## src/rtl/lenet_sched_if.sv

```systemverilog
// Signal bundle between the LeNet run scheduler and its environment:
// run control, frame-ready input, LeNet handshake and published status.
interface lenet_sched_if #(
  parameter int CNT_W = 16
);
  logic             enable;
  logic             data_ready;
  logic             lenet_ready;
  logic [3:0]       lenet_digit;
  logic             lenet_go;
  logic             busy;
  logic [3:0]       result_digit;
  logic             result_valid;
  logic             overrun;
  logic             timeout_err;
  logic [CNT_W-1:0] run_count;

  // Environment side: drives run control, frames and LeNet status.
  modport master (
    output enable, data_ready, lenet_ready, lenet_digit,
    input  lenet_go, busy, result_digit, result_valid, overrun, timeout_err, run_count
  );

  // Scheduler side.
  modport slave (
    input  enable, data_ready, lenet_ready, lenet_digit,
    output lenet_go, busy, result_digit, result_valid, overrun, timeout_err, run_count
  );
endinterface

```

## src/rtl/lenet_sched.sv

```systemverilog
// LeNet inference scheduler: waits for a synchronized frame edge, pulses
// lenet_go, follows the lenet_ready handshake under a watchdog, and publishes
// a digit only once VOTE_DEPTH consecutive runs agree.
module lenet_sched #(
  parameter int TIMEOUT_CYCLES = 2000000,
  parameter int VOTE_DEPTH     = 3,
  parameter int CNT_W          = 16
) (
  input  logic         clk,
  input  logic         rst_n,
  lenet_sched_if.slave bus
);
  localparam int WD_W   = $clog2(TIMEOUT_CYCLES);
  localparam int FILL_W = 4;
  localparam int HIST_W = 4 * VOTE_DEPTH;

  typedef enum logic [2:0] {
    S_IDLE, S_GO, S_WAIT_ACK, S_WAIT_DONE, S_LATCH, S_DRAIN
  } state_e;

  state_e             state_q, state_d;
  logic               sync1_q, sync2_q, sync3_q;
  logic               edge_s;
  logic               pending_q, pending_d;
  logic               overrun_q, overrun_d;
  logic               timeout_q, timeout_d;
  logic [WD_W-1:0]    wd_q, wd_d;
  logic [HIST_W-1:0]  hist_q, hist_d;   // newest digit in the low nibble
  logic [FILL_W-1:0]  fill_q, fill_d;
  logic [3:0]         result_q, result_d;
  logic               valid_q, valid_d;
  logic [CNT_W-1:0]   count_q, count_d;
  logic               go_q, go_d;
  logic               busy_q, busy_d;
  logic               expire_s;
  logic               abort_s;

  // Edges from the slower frame domain only count while runs are enabled.
  assign edge_s   = sync2_q & ~sync3_q & bus.enable;
  assign expire_s = (wd_q == WD_W'(TIMEOUT_CYCLES - 1));

  // Two-flop synchronizer for data_ready plus a history flop for edge detect.
  always_ff @(posedge clk or negedge rst_n) begin
    if (!rst_n) begin
      sync1_q <= 1'b0;
      sync2_q <= 1'b0;
      sync3_q <= 1'b0;
    end else begin
      sync1_q <= bus.data_ready;
      sync2_q <= sync1_q;
      sync3_q <= sync2_q;
    end
  end

  // Next-state, frame bookkeeping, watchdog and vote logic.
  always_comb begin
    state_d   = state_q;
    pending_d = pending_q;
    overrun_d = overrun_q;
    timeout_d = timeout_q;
    wd_d      = wd_q;
    hist_d    = hist_q;
    fill_d    = fill_q;
    result_d  = result_q;
    valid_d   = valid_q;
    count_d   = count_q;
    abort_s   = 1'b0;

    // The GO cycle consumes the pending frame; a coincident edge becomes the next one.
    if (state_q == S_GO) begin
      pending_d = edge_s;
    end else if (edge_s) begin
      pending_d = 1'b1;
      overrun_d = overrun_q | pending_q;
    end else begin
      pending_d = pending_q;
    end

    case (state_q)
      S_IDLE: begin
        if (!bus.enable) begin
          pending_d = 1'b0;
          overrun_d = 1'b0;
          timeout_d = 1'b0;
          valid_d   = 1'b0;
          hist_d    = '0;
          fill_d    = '0;
        end else if (pending_q && bus.lenet_ready) begin
          state_d = S_GO;
        end else begin
          state_d = S_IDLE;
        end
      end
      S_GO: begin
        wd_d    = '0;
        state_d = bus.enable ? S_WAIT_ACK : S_DRAIN;
      end
      S_WAIT_ACK: begin
        wd_d = wd_q + WD_W'(1);
        if (!bus.enable) begin
          state_d = S_DRAIN;
        end else if (!bus.lenet_ready) begin
          state_d = S_WAIT_DONE;   // ack beats a simultaneous expiry
        end else if (expire_s) begin
          abort_s = 1'b1;
        end else begin
          state_d = S_WAIT_ACK;
        end
      end
      S_WAIT_DONE: begin
        wd_d = wd_q + WD_W'(1);
        if (!bus.enable) begin
          state_d = S_DRAIN;
        end else if (bus.lenet_ready) begin
          state_d = S_LATCH;
        end else if (expire_s) begin
          abort_s = 1'b1;
        end else begin
          state_d = S_WAIT_DONE;
        end
      end
      S_DRAIN: begin
        wd_d = wd_q + WD_W'(1);
        if (bus.lenet_ready) begin
          state_d = S_IDLE;        // result of the abandoned run is dropped
        end else if (expire_s) begin
          abort_s = 1'b1;
        end else begin
          state_d = S_DRAIN;
        end
      end
      S_LATCH: begin
        hist_d  = HIST_W'({hist_q, bus.lenet_digit});
        fill_d  = (fill_q < FILL_W'(VOTE_DEPTH)) ? fill_q + FILL_W'(1) : fill_q;
        count_d = count_q + CNT_W'(1);
        if ((fill_d == FILL_W'(VOTE_DEPTH)) && (hist_d == {VOTE_DEPTH{bus.lenet_digit}})) begin
          result_d = bus.lenet_digit;
          valid_d  = 1'b1;
        end else begin
          result_d = result_q;
        end
        state_d = S_IDLE;
      end
      default: begin
        state_d = S_IDLE;
      end
    endcase

    // Watchdog expiry: flag it and forget all vote history.
    if (abort_s) begin
      timeout_d = 1'b1;
      hist_d    = '0;
      fill_d    = '0;
      valid_d   = 1'b0;
      state_d   = S_IDLE;
    end else begin
      timeout_d = timeout_d;
    end

    go_d   = (state_d == S_GO);
    busy_d = (state_d == S_GO) || (state_d == S_WAIT_ACK) ||
             (state_d == S_WAIT_DONE) || (state_d == S_DRAIN);
  end

  // State, bookkeeping and registered outputs.
  always_ff @(posedge clk or negedge rst_n) begin
    if (!rst_n) begin
      state_q   <= S_IDLE;
      pending_q <= 1'b0;
      overrun_q <= 1'b0;
      timeout_q <= 1'b0;
      wd_q      <= '0;
      hist_q    <= '0;
      fill_q    <= '0;
      result_q  <= 4'd0;
      valid_q   <= 1'b0;
      count_q   <= '0;
      go_q      <= 1'b0;
      busy_q    <= 1'b0;
    end else begin
      state_q   <= state_d;
      pending_q <= pending_d;
      overrun_q <= overrun_d;
      timeout_q <= timeout_d;
      wd_q      <= wd_d;
      hist_q    <= hist_d;
      fill_q    <= fill_d;
      result_q  <= result_d;
      valid_q   <= valid_d;
      count_q   <= count_d;
      go_q      <= go_d;
      busy_q    <= busy_d;
    end
  end

  assign bus.lenet_go     = go_q;
  assign bus.busy         = busy_q;
  assign bus.result_digit = result_q;
  assign bus.result_valid = valid_q;
  assign bus.overrun      = overrun_q;
  assign bus.timeout_err  = timeout_q;
  assign bus.run_count    = count_q;
endmodule
```

## src/flat_wrapper.sv

```systemverilog
// flat-port wrapper written by rule: the top's interface ports become plain ports
module lenet_sched_flat 
#(
  parameter int TIMEOUT_CYCLES = 2000000,
  parameter int VOTE_DEPTH     = 3,
  parameter int CNT_W          = 16
)
  (clk, rst_n, bus_enable, bus_data_ready, bus_lenet_ready, bus_lenet_digit, bus_lenet_go, bus_busy, bus_result_digit, bus_result_valid, bus_overrun, bus_timeout_err, bus_run_count);
  lenet_sched_if #(.CNT_W(CNT_W)) bus_i ();
  input  logic clk;
  input  logic rst_n;
  input wire logic [$bits(bus_i.enable)-1:0] bus_enable;
  input wire logic [$bits(bus_i.data_ready)-1:0] bus_data_ready;
  input wire logic [$bits(bus_i.lenet_ready)-1:0] bus_lenet_ready;
  input wire logic [$bits(bus_i.lenet_digit)-1:0] bus_lenet_digit;
  output wire logic [$bits(bus_i.lenet_go)-1:0] bus_lenet_go;
  output wire logic [$bits(bus_i.busy)-1:0] bus_busy;
  output wire logic [$bits(bus_i.result_digit)-1:0] bus_result_digit;
  output wire logic [$bits(bus_i.result_valid)-1:0] bus_result_valid;
  output wire logic [$bits(bus_i.overrun)-1:0] bus_overrun;
  output wire logic [$bits(bus_i.timeout_err)-1:0] bus_timeout_err;
  output wire logic [$bits(bus_i.run_count)-1:0] bus_run_count;
  assign bus_i.enable = bus_enable;
  assign bus_i.data_ready = bus_data_ready;
  assign bus_i.lenet_ready = bus_lenet_ready;
  assign bus_i.lenet_digit = bus_lenet_digit;
  assign bus_lenet_go = bus_i.lenet_go;
  assign bus_busy = bus_i.busy;
  assign bus_result_digit = bus_i.result_digit;
  assign bus_result_valid = bus_i.result_valid;
  assign bus_overrun = bus_i.overrun;
  assign bus_timeout_err = bus_i.timeout_err;
  assign bus_run_count = bus_i.run_count;
  lenet_sched #(.TIMEOUT_CYCLES(TIMEOUT_CYCLES), .VOTE_DEPTH(VOTE_DEPTH), .CNT_W(CNT_W)) u_core (.clk(clk), .rst_n(rst_n), .bus(bus_i));
endmodule
```

## config.mk

```make
export PLATFORM = sky130hd
export DESIGN_NAME = lenet_sched_flat
export DESIGN_NICKNAME = d
export VERILOG_FILES = /design/src/rtl/lenet_sched_if.sv /design/src/rtl/lenet_sched.sv /design/src/flat_wrapper.sv
export SDC_FILE = /design/constraint.sdc
export NUM_CORES = 1
export LEC_CHECK = 0
export BUFFER_PORTS_ARGS = -buffer_cell sky130_fd_sc_hd__buf_2
export CORE_UTILIZATION = 40
export CTS_BUF_LIST = sky130_fd_sc_hd__clkbuf_4 sky130_fd_sc_hd__clkbuf_8 sky130_fd_sc_hd__clkbuf_16
export CTS_CLUSTER_DIAMETER = 40
export DETAILED_ROUTE_END_ITERATION = 8
export GPL_TIMING_DRIVEN = 1
export MAX_ROUTING_LAYER = met4
export RECOVER_POWER = 50
export SLEW_MARGIN = 15
export SYNTH_ARGS = -nofsm -noshare
export SYNTH_HDL_FRONTEND = slang
export SYNTH_SLANG_ARGS = --single-unit
export TNS_END_PERCENT = 20
```

## constraint.sdc

```tcl
create_clock -name clk -period 5.9 [get_ports clk]
set_clock_uncertainty 0.2 [all_clocks]
set_input_delay 0.295 -clock clk [delete_from_list [all_inputs] [get_ports clk]]
set_output_delay 0.295 -clock clk [all_outputs]
set_load 0.02 [all_outputs]
```

==> results.cfg, run 1 <==
[setup_path]
worstPathMaxFanout = 20
crit_arrival_ns = 2.78
endpoint_kind = flop
cp_slowest_cell = dfrtp_1
path_class = flop to flop
critPathLaunchType = flop
r2r_slack_ns = 3.16
crit_chain = or2_2 -> nor2_2 -> and3_1 -> or3b_1 -> xnor2_1
cp_num_buf_inv = 0
max_stage_delay_ns = 0.57
cp.required_ns = 5.94
crit_family = simple AND/OR/NAND/NOR gates

[yosys]
yosysSeqAreaShare = 0.523
async_flop_share = 1.00
syn_inst = 300
synth_ff_type = dfrtp_1
synth_seq_cells = 65
yosysUniqueCellTypes = 47
syn_avg_cell_area_sq_um = 10.4
synth_edf_count = 0
synth.cell_area_sq_mm = 0.00311
yosys_warnings = 0
syn_nets = 312

[finish]
drive_above_1_share = 0.113
mostFrequentLayoutCells = dfrtp_1 (65), nor2_1 (28), clkbuf_1 (25), nand2_1 (24), xnor2_1 (18)
area_growth_pct = 17.4
regArea_sq_mm = 0.00163
final_cells = 445
antenna_cells = 0
fin_util = 0.496
final_area_sq_mm = 0.00365
multi_input_area_sq_mm = 0.00142
fill_cells = 715
layout_commonest_cell = dfrtp_1
finalNetCount = 353

[global_route]
gr-usage-all-layers = 0.168
grt_pass1_wl_um = 10600
gr-total-overflow = 0
antenna_found_initial = 0
grt_pass1_vias = 2205
grt_max_degree = 66

[drt]
wirelength_um = 6060
drt_iter0_markers = 115
wire_per_inst_um = 13.6
dr_total_vias = 2302
ant_nets = 0
viasPerCell = 5.17
drt_pass1_iterations = 4
drcViolationCount = 0

[timing]
worst_pin_slew_ns = 0.859
rsz0062_at_grt = false
finalCriticalPeriod_ns = 2.74
tns_ns = 0
fin_crit_sh = 0.464
hold_violations = 0
slew_viol_final = 0
finalSetupViolCount = 0
max_freq_mhz = 365
slew_headroom = 0.426

[clock_network]
clkTransAtPathRegs_ns = 0.08
clock-sinks = 65
cts_inserted_buffers = 9
htreeDepth = 3
cts_tree = built
root_buffer = clkbuf_8
insertion_delay_ns = 0.35
cts.path.max_buffers = 2
cts-resized-gates = 0

[floorplan]
die_h_um = 90.2
core.rowCount = 31
core_sq_mm = 0.00737
die_w_um = 90.2
initial_core_util = 0.422
io_pins = 34
die-area_sq_mm = 0.00814

[power]
p_leak_nw = 1.64
cellPowerDensity_mw_per_mm2 = 381
power.total_mw = 1.39
irDropWorstVdd_mv = 0.157

[placement]
port_buffers = 33
placed_cells = 423
placed_area_sq_mm = 0.00337
dp_hpwl_um = 4130
place_congestion = 0.811

[run_status]
status = completed

[job]
maxCapViolations = 0

[min_path]
hold_class = input pin to flop
sequential cells by signal, indices dropped and copies added (netlist names):
| signal | cells |
|---|---|
| u_core.bus.result_digit | 4 |
| u_core.sync1_q | 1 |
| u_core.bus.overrun | 1 |
| u_core.bus.result_valid | 1 |
| u_core.bus.timeout_err | 1 |
| u_core.fill_q | 4 |
| u_core.sync3_q | 1 |
| u_core.wd_q | 21 |
| u_core.state_q | 3 |
| u_core.bus.run_count | 16 |
| u_core.sync2_q | 1 |
| u_core.bus.busy | 1 |
| u_core.pending_q | 1 |
| u_core.hist_q | 8 |
| u_core.bus.lenet_go | 1 |
worst paths after layout:
kind / depth (start not counted) / startpoint / to
worst max-delay path: 5 / u_core.state_q[1] / u_core.bus.run_count[7]
max in group asynchronous: 3 / rst_n / u_core.sync1_q
worst min register to register: 0 / u_core.sync1_q / u_core.sync2_q
worst min-delay path: 2 / bus_lenet_ready / u_core.state_q[2]
worst max register to register: 5 / u_core.state_q[1] / u_core.bus.run_count[7]
min in group asynchronous: 3 / rst_n / u_core.wd_q[13]
synth_stat cells, types with 6 or more instances:
| cell type | instances | area, sq um |
|---|---|---|
| nand2b_1 | 6 | 37.5 |
| a21oi_1 | 10 | 50.1 |
| nand2_1 | 24 | 90.1 |
| and3_1 | 12 | 75.1 |
| nand3_1 | 11 | 55.1 |
| nor2b_1 | 6 | 37.5 |
| dfrtp_1 | 65 | 1630 |
| clkbuf_1 | 7 | 26.3 |
| nor2_1 | 28 | 105 |
| xor2_1 | 16 | 140 |
| a22o_1 | 8 | 70.1 |
| nor3_1 | 11 | 55.1 |
| nand4_1 | 12 | 75.1 |
| xnor2_1 | 18 | 158 |
stage by stage:
step	setup slack, ns	hold slack, ns
CTS	3.16	0.0971
floorplan	3.45	-0.201
detailed placement	3.16	0.138
global route	2.99	0.121
finish	3.16	0.114
global placement	3.23	0.136
kinds of logic (layout without fill, tap and decap cells):
kind of cell | after synthesis | count (layout) | synth area share
AO/OA/AOI/OAI | 41 | 41 | 0.0973
XOR/XNOR | 34 | 34 | 0.0957
adder cells (fa/ha/maj) | 3 | 3 | 0.0121
buffers and inverters | 16 | 62 | 0.0201
flip-flops | 65 | 65 | 0.523
multiplexers | 6 | 6 | 0.0217
AND/OR/NAND/NOR | 135 | 135 | 0.231
per-layer routing:
layer / wire, um / share of wire / track usage / vias up
met5: 0 / 0 / - / -
met3: 208 / 0.034 / 0.0330 / 13
met2: 2540 / 0.42 / 0.233 / 39
met1: 3170 / 0.52 / 0.232 / 1099
met4: 141 / 0.023 / 0.0887 / 0
li1: - / - / - / 1151
power breakdown:
group	total, mW	switching, mW	internal (mW)
registers	0.601	0.0864	0.514
clock network	0.470	0.177	0.293
logic	0.322	0.188	0.134
total	1.39	0.451	0.942
cell type report:
| type | instances | area share |
|---|---|---|
| clock buffers | 10 | 0.0377 |
| clock inverters | 6 | 0.0312 |
| inverters | 5 | 0.00514 |
| multi-input cells | 219 | 0.390 |
| flip-flops and latches | 65 | 0.445 |
| well taps | 99 | 0.0339 |
| repair buffers | 41 | 0.0572 |
repair_timing:
| action | 4_1_cts | 5_1_grt |
|---|---|---|
| endpoints found under the hold margin | 71 | 0 |
| hold buffers | 6 | 0 |
| buffers inserted | 0 | 0 |
Power figures use the tool's default switching activity.
==> run 2, diff against run 1 <==
==> constraint.sdc (replaced) <==
create_clock -name clk -period 2.7 [get_ports clk]
set_clock_uncertainty 0.2 [all_clocks]
set_input_delay 0.135 -clock clk [delete_from_list [all_inputs] [get_ports clk]]
set_output_delay 0.135 -clock clk [all_outputs]
set_load 0.02 [all_outputs]
==> run 2 against run 1 <==
Final cell count is 2.0% higher. Total power rose by 110%. Utilization increased by 0.31 points. Highest routed layer unchanged. Sequential share of layout area decreased by 0.27 points. Cell area increased by 0.62%. Worst hold slack lost 0.074 ns. Register-to-register slack worse by 3.1 ns. Setup slack got worse by 3.1 ns. Critical endpoint is now u_core.bus.result_digit[0].
==> results.cfg, run 2 (synthesized netlist as in run 1, its figures left out) <==
[finish]
layout_commonest_cell = dfrtp_1
drive_above_1_share = 0.127
final_cells = 454
area_growth_pct = 18.1
largest_reg_flops = 21
mostFrequentLayoutCells = dfrtp_1 (65), nor2_1 (28), clkbuf_1 (26), nand2_1 (24), xnor2_1 (18)
antenna_cells = 0
top_register = u_core.wd_q
finalNetCount = 362

[global_route]
gr-total-overflow = 0
grt_pass1_wl_um = 11200
grt_pass1_vias = 2211
grt_max_degree = 28
gr-usage-all-layers = 0.178
antenna_found_initial = 0

[run_status]
status = completed

[timing]
tns_ns = 0
slew_viol_final = 0
max_freq_mhz = 385
slew_headroom = 0.0179
hold_violations = 0
finalSetupViolCount = 0
worst_pin_slew_ns = 1.47
fin_crit_sh = 0.961
finalCriticalPeriod_ns = 2.60

[drt]
viasPerCell = 5.15
wirelength_um = 6360
drt_iter0_markers = 182
wire_per_inst_um = 14.0
ant_nets = 0
dr_total_vias = 2338
drt_pass1_iterations = 4
drcViolationCount = 0

[setup_path]
cp_num_buf_inv = 0
cp_slowest_cell = dfrtp_1
max_stage_delay_ns = 0.43
crit_family = simple AND/OR/NAND/NOR gates
endpoint_kind = flop
cp.required_ns = 2.72
critPathLaunchType = flop
worstPathMaxFanout = 5
path_class = flop to flop
crit_arrival_ns = 2.62
crit_chain = ha_1 -> or3_4 -> or3b_1 -> a2111oi_4 -> nand2_2 -> mux2_1

[placement]
dp_hpwl_um = 4320
placed_cells = 430
place_congestion = 0.831
port_buffers = 33

[floorplan]
core.rowCount = 31
die-area_sq_mm = 0.00814
die_w_um = 90.2
core_sq_mm = 0.00737
io_pins = 34
initial_core_util = 0.422
die_h_um = 90.2

[clock_network]
clkTransAtPathRegs_ns = 0.07
cts.path.max_buffers = 2
htreeDepth = 3
clock-sinks = 65
insertion_delay_ns = 0.34
cts_inserted_buffers = 9
post_cts.repair.setup_buffers = 0
cts_tree = built
root_buffer = clkbuf_8

[power]
p_int_mw = 1.87
p_comb_frac = 0.268
p_leak_nw = 1.65
switching_share = 0.350
seq_power_share = 0.451
netSwitchingPower_mw = 1.01
cellPowerDensity_mw_per_mm2 = 782
power.share.clock = 0.281
irDropWorstVdd_mv = 0.365

[job]
maxCapViolations = 0

[min_path]
hold_class = input pin to flop
[run 2: cell count changes in the layout (fill, tap and decap cells not counted), sizes merged]
cell	delta
clkbuf	+2
dlygate4sd3	+2
buf	+4
clkinvlp	+1
bufinv	-2
inv	-1
clkinv	+3
[run 2: through the flow]
stage	hold WS [ns]	power [mW]	instance area (sq um)	utilization	worst slack [ns]
4_1_cts	0.0181	2.90	3700	0.502	0.0534
6_report	0.0400	2.87	3680	0.499	0.105
3_5_place_dp	-0.00149	2.08	3430	0.465	0.0830
2_1_floorplan	-0.361	1.83	3110	-	0.254
3_3_place_gp	-0.00410	2.05	3430	0.465	0.189
5_1_grt	0.0486	3.07	3680	0.499	-0.00471
[run 2: worst paths after layout]
check / start / endpoint / slack [ns] / cells after the start
max: u_core.fill_q[0] / u_core.bus.result_digit[0] / 0.10 / 6
min: bus_enable / u_core.bus.busy / 0.04 / 3
max reg2reg: u_core.fill_q[0] / u_core.bus.result_digit[0] / 0.10 / 6
min reg2reg: u_core.sync1_q / u_core.sync2_q / 0.15 / 0
max in group asynchronous: rst_n / u_core.pending_q / 0.60 / 3
min in group asynchronous: rst_n / u_core.bus.run_count[10] / 0.48 / 2
[run 2: worst min-delay path, delay by kind of cell]
kind | cells | cell delay [ns]
AO/OA/AOI/OAI | 1 | 0.17
buffers and inverters | 1 | 0.16
AND/OR/NAND/NOR | 1 | 0.06
[run 2: area by class of cell]
| cell class | instances | area [sq um] |
|---|---|---|
| clock buffers | 9 | 124 |
| clock inverters | 7 | 71.3 |
| fillers | 691 | 3690 |
| inverters | 5 | 18.8 |
| multi-input cells | 219 | 1440 |
| flip-flops and latches | 65 | 1630 |
| well taps | 99 | 124 |
| repair buffers | 50 | 275 |
[run 2: power groups by stage]
stage	sequential, mW	clock, mW	combinational (mW)
after floorplan	1.31	0	0.516
after global placement	1.30	0	0.751
after detailed placement	1.30	0	0.774
after CTS	1.29	0.831	0.784
after global routing	1.32	0.881	0.864
final	1.30	0.808	0.770
[run 2: layer usage]
metal | global-route usage | up-vias | routed length, um
met5 | - | - | 0
met4 | 0.0726 | 0 | 107
met3 | 0.0279 | 8 | 173
met2 | 0.251 | 44 | 2760
met1 | 0.255 | 1115 | 3310
li1 | - | 1171 | -
[run 2: what timing repair did]
| action | 4_1_cts | 5_1_grt |
|---|---|---|
| resized for setup | 0 | 1 |
| hold endpoints to repair | 37 | 0 |
| hold buffers | 8 | 0 |
| endpoints found under the setup margin | 0 | 4 |
==> run 3, diff against run 2 <==
--- a/config.mk
+++ b/config.mk
@@ -11,6 +11,7 @@
 export CTS_CLUSTER_DIAMETER = 40
 export DETAILED_ROUTE_END_ITERATION = 8
 export GPL_TIMING_DRIVEN = 1
+export HOLD_SLACK_MARGIN = 0.1
 export MAX_ROUTING_LAYER = met4
 export RECOVER_POWER = 50
 export SLEW_MARGIN = 15
==> run 3 against run 2 <==
Cell area grew 0.27%. Register-to-register slack is essentially flat. Critical path depth unchanged. Global-route usage is essentially flat. Utilization up 0.14 points. Flip-flop and latch count did not move. Sequential share of layout area shrank 0.12 points. Sequential power barely moved. Worst hold slack better by 0.11 ns. Critical endpoint unchanged.
==> results.cfg, run 3 (synthesized netlist as in run 1, its figures left out) <==
[floorplan]
die-area_sq_mm = 0.00814
die_w_um = 90.2
core.rowCount = 31
io_pins = 34
die_h_um = 90.2
initial_core_util = 0.422
core_sq_mm = 0.00737

[placement]
place_congestion = 0.831
port_buffers = 33
dp_hpwl_um = 4320

[finish]
antenna_cells = 0
top_register = u_core.wd_q
drive_above_1_share = 0.126
finalNetCount = 363
largest_reg_flops = 21
area_growth_pct = 18.4
layout_commonest_cell = dfrtp_1
fin_util = 0.500
mostFrequentLayoutCells = dfrtp_1 (65), nor2_1 (28), clkbuf_1 (26), nand2_1 (24), xnor2_1 (18)

[setup_path]
endpoint_kind = flop
path_class = flop to flop
max_stage_delay_ns = 0.43
cp_slowest_cell = dfrtp_1
critPathLaunchType = flop
worstPathMaxFanout = 5
crit_chain = ha_1 -> or3_4 -> or3b_1 -> a2111oi_4 -> nand2_2 -> mux2_1
cp.required_ns = 2.72
crit_arrival_ns = 2.61

[power]
p_leak_nw = 1.65
p_comb_frac = 0.268
p_int_mw = 1.87
seq_power_share = 0.451
power.total_mw = 2.87
netSwitchingPower_mw = 1.00
irDropWorstVdd_mv = 0.359
switching_share = 0.350
power.share.clock = 0.281
cellPowerDensity_mw_per_mm2 = 779

[drt]
dr_total_vias = 2331
wirelength_um = 6330
drt_pass1_iterations = 4
drcViolationCount = 0
wire_per_inst_um = 13.9
viasPerCell = 5.12
drt_iter0_markers = 196
ant_nets = 0

[clock_network]
cts_inserted_buffers = 9
clkTransAtPathRegs_ns = 0.07
htreeDepth = 3
root_buffer = clkbuf_8
post_cts.repair.setup_buffers = 0
clock-sinks = 65
cts_tree = built
cts.path.max_buffers = 2
insertion_delay_ns = 0.34

[global_route]
antenna_found_initial = 0
gr-total-overflow = 0
grt_pass1_vias = 2216
grt_max_degree = 28
gr-usage-all-layers = 0.178
grt_pass1_wl_um = 11200

[job]
maxCapViolations = 0

[timing]
max_freq_mhz = 385
slew_headroom = 0.0156
hold_violations = 0
whs_ns = 0.154
tns_ns = 0
fin_crit_sh = 0.961
finalCriticalPeriod_ns = 2.59
worst_pin_slew_ns = 1.48
finalSetupViolCount = 0
slew_viol_final = 0

[min_path]
hold_class = flop to flop

[run_status]
status = completed
==> run 3: per-stage QoR <==
step | worst slack, ns | cell area [sq um] | instances
final | 0.105 | 3690 | 455
after global routing | -0.00471 | 3690 | 455
after CTS | 0.0534 | 3710 | 455
after detailed placement | 0.0830 | 3430 | 430
after global placement | 0.189 | 3430 | 430
after floorplan | 0.254 | 3110 | 300
==> run 3: final timing paths <==
check                           slack, ns             start                    endpoint  cells after the start
worst max-delay path                 0.11  u_core.fill_q[0]  u_core.bus.result_digit[0]                      6
worst min-delay path                 0.15    u_core.sync1_q              u_core.sync2_q                      0
max in group asynchronous            0.60             rst_n            u_core.pending_q                      3
worst min register to register       0.15    u_core.sync1_q              u_core.sync2_q                      0
min in group asynchronous            0.48             rst_n    u_core.bus.run_count[10]                      2
worst max register to register       0.11  u_core.fill_q[0]  u_core.bus.result_digit[0]                      6
==> run 3: cell type report <==
type,instances,area [sq um]
fillers,691,3680
well taps,99,124
multi-input cells,219,1440
repair buffers,51,285
flip-flops and latches,65,1630
clock buffers,9,124
inverters,5,18.8
clock inverters,7,71.3
==> run 3: repair_timing <==
action,4_1_cts,5_1_grt
hold buffers,9,0
hold endpoints to repair,42,0
endpoints found under the setup margin,0,4
resized for setup,0,1
==> run 3: worst max-delay path, delay by kind of cell, from the launching register on <==
family / cells / cell delay [ns]
and+or+nand+nor: 3 / 0.95
DFF: 1 / 0.43
AOI/OAI and AO/OA: 1 / 0.35
muxes: 1 / 0.33
adders and majority gates: 1 / 0.22
==> run 3: power by group through the flow <==
stage / logic (mW) / registers, mW / clock network, mW
floorplan: 0.516 / 1.31 / 0
global placement: 0.751 / 1.30 / 0
detailed placement: 0.774 / 1.30 / 0
CTS: 0.785 / 1.29 / 0.831
global route: 0.865 / 1.32 / 0.881
finish: 0.770 / 1.30 / 0.807
==> run 3: metal layers <==
| metal | share of wire | GRT usage | wire length [um] |
|---|---|---|---|
| met4 | 0.017 | 0.0726 | 107 |
| met2 | 0.44 | 0.252 | 2770 |
| met1 | 0.52 | 0.255 | 3300 |
| met5 | 0 | - | 0 |
| met3 | 0.026 | 0.0279 | 163 |
